==> config.mk <==
export PLATFORM = sky130hd
export DESIGN_NAME = imem_loader
export DESIGN_NICKNAME = d
export VERILOG_FILES = /design/src/rtl/imem_loader.sv
export SDC_FILE = /design/constraint.sdc
export NUM_CORES = 1
export LEC_CHECK = 0
export BUFFER_PORTS_ARGS = -buffer_cell sky130_fd_sc_hd__buf_4
export CAP_MARGIN = 30
export CORE_ASPECT_RATIO = 0.8
export CORE_MARGIN = 3
export CORE_UTILIZATION = 40
export CTS_CLUSTER_DIAMETER = 80
export CTS_CLUSTER_SIZE = 10
export DETAILED_ROUTE_END_ITERATION = 7
export HOLD_SLACK_MARGIN = 0.05
export PLACE_DENSITY = 0.7
export SYNTH_ARGS = -nofsm -noshare
export SYNTH_HDL_FRONTEND = slang
export SYNTH_SLANG_ARGS = --single-unit
==> constraint.sdc <==
create_clock -name clock -period 7 [get_ports clock]
set_clock_uncertainty 0.05 [all_clocks]
set_input_delay 1.4 -clock clock [delete_from_list [all_inputs] [get_ports clock]]
set_output_delay 1.4 -clock clock [all_outputs]
set_load 0.02 [all_outputs]
==> src/rtl/imem_loader.sv <==
// Instruction-memory loader: unpacks a length-prefixed byte stream into big-endian
// 32-bit words and writes them to the CPU instruction store while holding the CPU.
module imem_loader #(
  parameter int ADDR_W = 10,
  parameter int LEN_W  = 16
) (
  input  logic              clock,
  input  logic              reset,
  input  logic              start,
  input  logic              in_valid,
  input  logic [7:0]        in_data,
  output logic              in_ready,
  output logic              mem_we,
  output logic [ADDR_W-1:0] mem_addr,
  output logic [31:0]       mem_wdata,
  output logic              cpu_hold,
  output logic              done,
  output logic              error,
  output logic [ADDR_W:0]   words_ld
);

  localparam int               DEPTH   = 2 ** ADDR_W;
  localparam logic [LEN_W-1:0] DEPTH_L = LEN_W'(DEPTH);

  typedef enum logic [2:0] {
    S_IDLE, S_LEN_HI, S_LEN_LO, S_DATA, S_WRITE, S_DONE, S_ERR
  } state_e;

  state_e            state_q, state_d;
  logic [LEN_W-1:0]  len_q, len_d;
  logic [31:0]       pack_q, pack_d;
  logic [1:0]        byte_cnt_q, byte_cnt_d;
  logic [ADDR_W-1:0] ptr_q, ptr_d;
  logic [ADDR_W:0]   words_q, words_d;
  logic              xfer;
  logic [LEN_W-1:0]  new_len;

  assign in_ready  = (state_q == S_LEN_HI) || (state_q == S_LEN_LO) || (state_q == S_DATA);
  assign xfer      = in_valid && in_ready;
  assign cpu_hold  = in_ready || (state_q == S_WRITE);
  assign done      = (state_q == S_DONE);
  assign error     = (state_q == S_ERR);
  assign mem_we    = (state_q == S_WRITE);
  assign mem_addr  = ptr_q;
  assign mem_wdata = pack_q;
  assign words_ld  = words_q;
  // Length bytes arrive MSB first, so each one shifts in from the bottom.
  assign new_len   = {len_q[LEN_W-9:0], in_data};

  // NOTE: every next-state signal takes its current value first, so no path through
  // the case statement leaves one unassigned and no latch is inferred.
  always_comb begin
    state_d    = state_q;
    len_d      = len_q;
    pack_d     = pack_q;
    byte_cnt_d = byte_cnt_q;
    ptr_d      = ptr_q;
    words_d    = words_q;
    case (state_q)
      S_IDLE, S_DONE, S_ERR: begin
        if (start) begin
          state_d    = S_LEN_HI;
          len_d      = '0;
          pack_d     = '0;
          byte_cnt_d = '0;
          ptr_d      = '0;
          words_d    = '0;
        end
      end
      S_LEN_HI: begin
        if (xfer) begin
          len_d   = new_len;
          state_d = S_LEN_LO;
        end
      end
      S_LEN_LO: begin
        if (xfer) begin
          len_d   = new_len;
          state_d = ((new_len == '0) || (new_len > DEPTH_L)) ? S_ERR : S_DATA;
        end
      end
      S_DATA: begin
        if (xfer) begin
          pack_d     = {pack_q[23:0], in_data};
          byte_cnt_d = byte_cnt_q + 2'd1;
          if (byte_cnt_q == 2'd3) state_d = S_WRITE;
        end
      end
      S_WRITE: begin
        ptr_d   = ptr_q + 1'b1;
        words_d = words_q + 1'b1;
        state_d = (LEN_W'(words_d) == len_q) ? S_DONE : S_DATA;
      end
      default: state_d = S_IDLE;
    endcase
  end

  // NOTE: sequential state uses non-blocking assignments so every register samples
  // the pre-edge values regardless of statement order.
  always_ff @(posedge clock or posedge reset) begin
    if (reset) begin
      state_q    <= S_IDLE;
      len_q      <= '0;
      pack_q     <= '0;
      byte_cnt_q <= '0;
      ptr_q      <= '0;
      words_q    <= '0;
    end else begin
      state_q    <= state_d;
      len_q      <= len_d;
      pack_q     <= pack_d;
      byte_cnt_q <= byte_cnt_d;
      ptr_q      <= ptr_d;
      words_q    <= words_d;
    end
  end

endmodule

# ---- Word level (Yosys, flattened, before mapping)
# Index checks and enable logic that the tools add are counted.
# W data, S select, Z words.
dict set report classes {
  n_eq_ne 14
  magnitude_cmp 1
  div_mod_pow 0
  n_bitwise 0
  n_reduce_logical 16
  shifts 0
  n_mux 21
  addsub 3
  multipliers 0
}
# op n
set op_table {}
lappend op_table {{$mux W32} 2}
lappend op_table {{$pmux W32 S2} 1}
lappend op_table {{$mux W16} 2}
lappend op_table {{$pmux W16 S2} 1}
lappend op_table {{$pmux W11 S2} 1}
lappend op_table {{$mux W3} 7}
lappend op_table {{$pmux W10 S2} 1}
lappend op_table {{$eq A11 B16 Y1} 1}
lappend op_table {{$gt A16 B11 Y1 const B} 1}
lappend op_table {{$logic_not A16 Y1} 1}
lappend op_table {{$pmux W3 S5} 1}
lappend op_table {{$add A11 B1 Y11 const B} 1}
lappend op_table {{$mux W11} 1}
lappend op_table {{$add A10 B1 Y10 const B} 1}
lappend op_table {{$mux W10} 1}
lappend op_table {{$eq A3 B3 Y1 const B} 3}
lappend op_table {{$ne A2 B2 Y1 const B} 4}
lappend op_table {{$eq A3 B2 Y1 const B} 2}
lappend op_table {{$reduce_and A3 Y1} 2}
lappend op_table {{$reduce_bool A2 Y1} 3}
lappend op_table {{$reduce_and A5 Y1} 1}
lappend op_table {{$logic_or A1 B1 Y1} 4}
lappend op_table {{$mux W2} 2}
lappend op_table {{$ne A2 B1 Y1 const B} 2}
lappend op_table {{9 further kinds} 9}
dict set report word_totals {
  romBits 0
  memories 0
  out_inout_bits 58
  reg_bits 74
  latchBits 0
  ram_bits 0
}

# ---- Logic depth before layout (Yosys ltp)
dict set report logic_depth {
  depth_word 6
  mapped_depth 10
}

# ---- Worst setup path after synthesis
# No wires, ideal clock.
dict set report synth_path {
  path_kind {register to output}
  start {reg state_q[0]}
  end {out mem_we}
  t_arrival_ns 1.401
  stages_incl_launch_ff 5
  path_slack_ns 4.149
  cell_sequence {dfrtp_1 > clkbuf_1 > nand3b_1 > inv_1 > buf_1}
}
dict set report synth_via {
  elab_chain_cells 1
}
# element line
set synth_rtl {}
lappend synth_rtl {{start: declaration} 29} ;# state_e state_q, state_d;
lappend synth_rtl {{start signal: assignment} 109} ;# state_q <= state_d;
lappend synth_rtl {{$eq A3 B3 Y1} 43} ;# assign mem_we = (state_q == S_WRITE);
lappend synth_rtl {{end: declaration} 13} ;# output logic mem_we,
# No other way between the ends.

# ---- Worst setup path after layout
dict set report layout_path {
  start {reg state_q[1]}
  end {out mem_we}
}
# Same word-level chain as after synthesis.

==> results.cfg <==
[clocking]
postCtsSetupBuffers = 0
clock_tree.htree_level_count = 3
post_cts_resized = 0
worstSkewPairLatency_ns = 0.34
root_buffer = sky130_fd_sc_hd__clkbuf_16
cts_buffers = 9
clockBufferDepth = 2
cts-hold-fix-buffers = 0
cts_tree = yes
clock-sinks = 74
path_clk_slew_ns = 0.06

[die]
rows = 30
initial_utilization_pct = 41.7
chipWidth_um = 112
die-height_um = 90.9
die-area_mm2 = 0.0102
fp.coreArea_mm2 = 0.00863
ioPinCount = 70

[pwr]
internal_power_summed_over_all_cells_uw = 1150
power_frac_clock_pct = 24.0
total_leakage_power_uw = 0.00212
seq_power_share_pct = 36.4
power_switching_share_pct = 39.5
net-switching-power_uw = 754
vdd_drop_max_mv = 0.141
combinationalPowerShare_pct = 39.6
cellPowerDensity_mw_per_mm2 = 420

[synth]
synth_nets = 374
ys.warnings.count = 0
post_synthesis_sequential_area_ratio_pct = 51.4
synth-edff-count = 0
postSynth.topFlopCell = sky130_fd_sc_hd__dfrtp_1
yosys.area.top_type = sky130_fd_sc_hd__dfrtp_1
synth.area.top_cells = sky130_fd_sc_hd__dfrtp_1 (51%), sky130_fd_sc_hd__a22o_1 (8.5%), sky130_fd_sc_hd__o21ai_0 (6.8%)
synthDominantCellAreaShare_pct = 51.4
count_of_mapped_cells_out_of_synthesis = 359
mappedNetlistArea_mm2 = 0.00360
synth.distinct_cells = 53
syn_area_per_cell_um2 = 10.0
synth-seq-cells = 74
synthArstFlopShare_pct = 100

[critical_path]
worstPathMaxFanout = 25
critPathRequiredTime_ns = 5.55
criticalPathCategory = flip-flop to output pin
path_delay_family = buffers and inverters
timing.critical_path.slowest_stage_cell = sky130_fd_sc_hd__dfrtp_1
critPathCaptureType = output pin
critical-path-top-cell-by-count = sky130_fd_sc_hd__buf_4
critical_path_data_arrival_time_ns = 2.19
slowest_delay_ns = 0.52
worst-path-buf-inv = 4
cell_chain_critical_path = clkinv_1, nand3b_1, buf_4, inv_1, buf_4
critical_path.startpoint_type = flip-flop

[route]
vias = 3026
detail_route.first_pass.iterations = 5
routed_wl_um = 8700
drt-initial-drc-count = 126
avgRoutedWirePerCell_um = 16.1
route.detailed.drc = 0
vias_per_cell = 5.61
ant_nets = 0

[sta]
final.min_clock_period_ns = 3.64
finalSetupTns_ns = 0
max_freq_ghz = 0.275
finalHoldViolations = 0
min_period_over_period_pct = 52.0
tightest_slew_ns = 0.539
timing.final.ws_setup_ns = 3.36
final-setup-viol-count = 0
worst_slew_margin_relative_to_its_limit_pct = 64.1
rsz0062_at_grt = false
max_slew_violation_count = 0

[global_routing]
vias_in_the_first_global_route = 2806
grt-ovfl-total = 0
grt_first_pass_wirelength_um = 14600
grt_max_degree = 75
grt_use_total_pct = 17.5
grt_antenna_before_repair = 0

[run_status]
run_status = complete, no violations

[final_layout]
syn_to_final_growth_pct = 26.1
fin_nets = 437
antennaDiodeCount = 0
drive_above_1_share_pct = 24.6

[flow_run]
cap_violations = 0

[placed_design]
place_ws_ns = 3.77
gpl.final_weighted_congestion = 0.821
numPortBuffers = 69
detailed_place_hpwl_um = 5840

[worst_hold_path]
worst_hold_path_type = flip-flop to flip-flop
## state kept, by name, summed over array words and instances, names as in the netlist
| signal | cells |
|---|---|
| words_ld | 11 |
| mem_wdata | 32 |
| len_q | 16 |
| mem_addr | 10 |
| state_q | 3 |
| byte_cnt_q | 2 |
## worst register-to-register path, stage by stage (launching register included)
cell and delay, ns:
sky130_fd_sc_hd__dfrtp_1 0.47, sky130_fd_sc_hd__ha_1 0.35, sky130_fd_sc_hd__nand3_2 0.19, sky130_fd_sc_hd__nor4_4 0.38, sky130_fd_sc_hd__mux2i_1 0.14, sky130_fd_sc_hd__nor4_2 0.32, sky130_fd_sc_hd__o2111ai_1 0.21, sky130_fd_sc_hd__a21o_1 0.22
## synthesized netlist by cell type (2+ instances only)
library cell                 n
sky130_fd_sc_hd__nand2b_1    3
sky130_fd_sc_hd__clkbuf_2    2
sky130_fd_sc_hd__o21ai_0    49
sky130_fd_sc_hd__and4_1      2
sky130_fd_sc_hd__buf_2       8
sky130_fd_sc_hd__inv_1      20
sky130_fd_sc_hd__o41ai_1     2
sky130_fd_sc_hd__xor2_1      6
sky130_fd_sc_hd__dfrtp_1    74
sky130_fd_sc_hd__nand3_1    21
sky130_fd_sc_hd__o31ai_1     4
sky130_fd_sc_hd__xnor2_1    12
sky130_fd_sc_hd__mux2i_1     2
sky130_fd_sc_hd__a2bb2oi_1   2
sky130_fd_sc_hd__nand2_1    18
sky130_fd_sc_hd__ha_1        3
sky130_fd_sc_hd__nand4_1     8
sky130_fd_sc_hd__and3_1      4
sky130_fd_sc_hd__nand3b_1    2
sky130_fd_sc_hd__clkbuf_1   13
sky130_fd_sc_hd__a31oi_1     4
sky130_fd_sc_hd__a22o_1     35
sky130_fd_sc_hd__a21oi_1    12
sky130_fd_sc_hd__nor4_1      4
sky130_fd_sc_hd__nor3_1      3
sky130_fd_sc_hd__nor2_1     17
sky130_fd_sc_hd__nand4b_1    2
sky130_fd_sc_hd__and2_1      2
## final cells by class
type	count	area (µm²)
Fill cell	782	4090
Sequential cell	74	1850
Multi-Input combinational cell	239	1580
Timing Repair Buffer	77	598
Clock buffer	9	225
Tap cell	112	140
Inverter	21	78.8
Clock inverter	7	67.6
## through the flow
| stage | total power, µW | utilization (%) | area, µm² | std cells | hold slack, ns |
|---|---|---|---|---|---|
| floorplan | 1170 | - | 3600 | 359 | 0.420 |
| global placement | 1430 | 48.8 | 4210 | 521 | 0.423 |
| detailed placement | 1450 | 48.8 | 4210 | 521 | 0.431 |
| CTS | 1910 | 52.2 | 4510 | 537 | 0.436 |
| global route | 2020 | 52.6 | 4540 | 539 | 0.467 |
| finish | 1910 | 52.6 | 4540 | 539 | 0.436 |
## cells by family (layout without fill, tap and decap cells)
kind of cell	after synthesis	after routing	synth area share (%)
compound gates	119	119	22.0
simple gates	96	96	15.0
xor+xnor	18	18	4.38
buf+inv	46	114	5.24
fa+ha+maj	3	3	1.04
flops	74	74	51.4
mux	3	3	0.868
## power by group through the flow
stage / Combinational (µW) / Clock (µW) / Sequential (µW)
after floorplan: 411 / 0 / 754
after global placement: 733 / 0 / 695
after detailed placement: 745 / 0 / 702
after CTS: 750 / 466 / 696
after global routing: 827 / 481 / 716
final: 756 / 457 / 696
## cell usage in the layout, fill, tap and decap left out, types with 4 or more instances in the layout
master                      synthesis  layout
sky130_fd_sc_hd__dfrtp_1           74      74
sky130_fd_sc_hd__inv_1             20      19
sky130_fd_sc_hd__a21oi_1           12      11
sky130_fd_sc_hd__nand4_1            8       8
sky130_fd_sc_hd__a22o_1            35      35
sky130_fd_sc_hd__nand3_1           21      21
sky130_fd_sc_hd__clkinv_2           0       4
sky130_fd_sc_hd__nor4_1             4       4
sky130_fd_sc_hd__o31ai_1            4       4
sky130_fd_sc_hd__nand2_1           18      18
sky130_fd_sc_hd__a31oi_1            4       4
sky130_fd_sc_hd__xnor2_1           12      12
sky130_fd_sc_hd__and3_1             4       4
sky130_fd_sc_hd__o21ai_0           49      49
sky130_fd_sc_hd__nor2_1            17      17
sky130_fd_sc_hd__buf_4              1      76
sky130_fd_sc_hd__clkbuf_16          0       9
sky130_fd_sc_hd__xor2_1             6       6
## final timing paths
check                      depth (start not counted)  slack, ns                   endpoint                    start
setup / recovery                                   5       3.36                     mem_we   state_q[1]$_DFFE_PP0P_
hold / removal                                     1       0.44    mem_addr[9]$_DFFE_PP0P_  mem_addr[9]$_DFFE_PP0P_
setup reg to reg                                   7       4.56     state_q[1]$_DFFE_PP0P_  words_ld[0]$_DFFE_PP0P_
hold reg to reg                                    1       0.44    mem_addr[9]$_DFFE_PP0P_  mem_addr[9]$_DFFE_PP0P_
max in group asynchronous                          4       5.43  mem_wdata[17]$_DFFE_PP0P_                    reset
min in group asynchronous                          3       0.95  mem_wdata[29]$_DFFE_PP0P_                    reset
## routing by layer
| metal | track usage [%] | up-vias | wire, µm |
|---|---|---|---|
| met4 | 4.80 | 0 | 97 |
| met5 | 0 | - | 0 |
| met3 | 4.69 | 8 | 387 |
| met2 | 26.6 | 67 | 4280 |
| met1 | 24.6 | 1517 | 3930 |
| li1 | - | 1434 | - |
No activity file was read; power rests on OpenSTA's default activity.
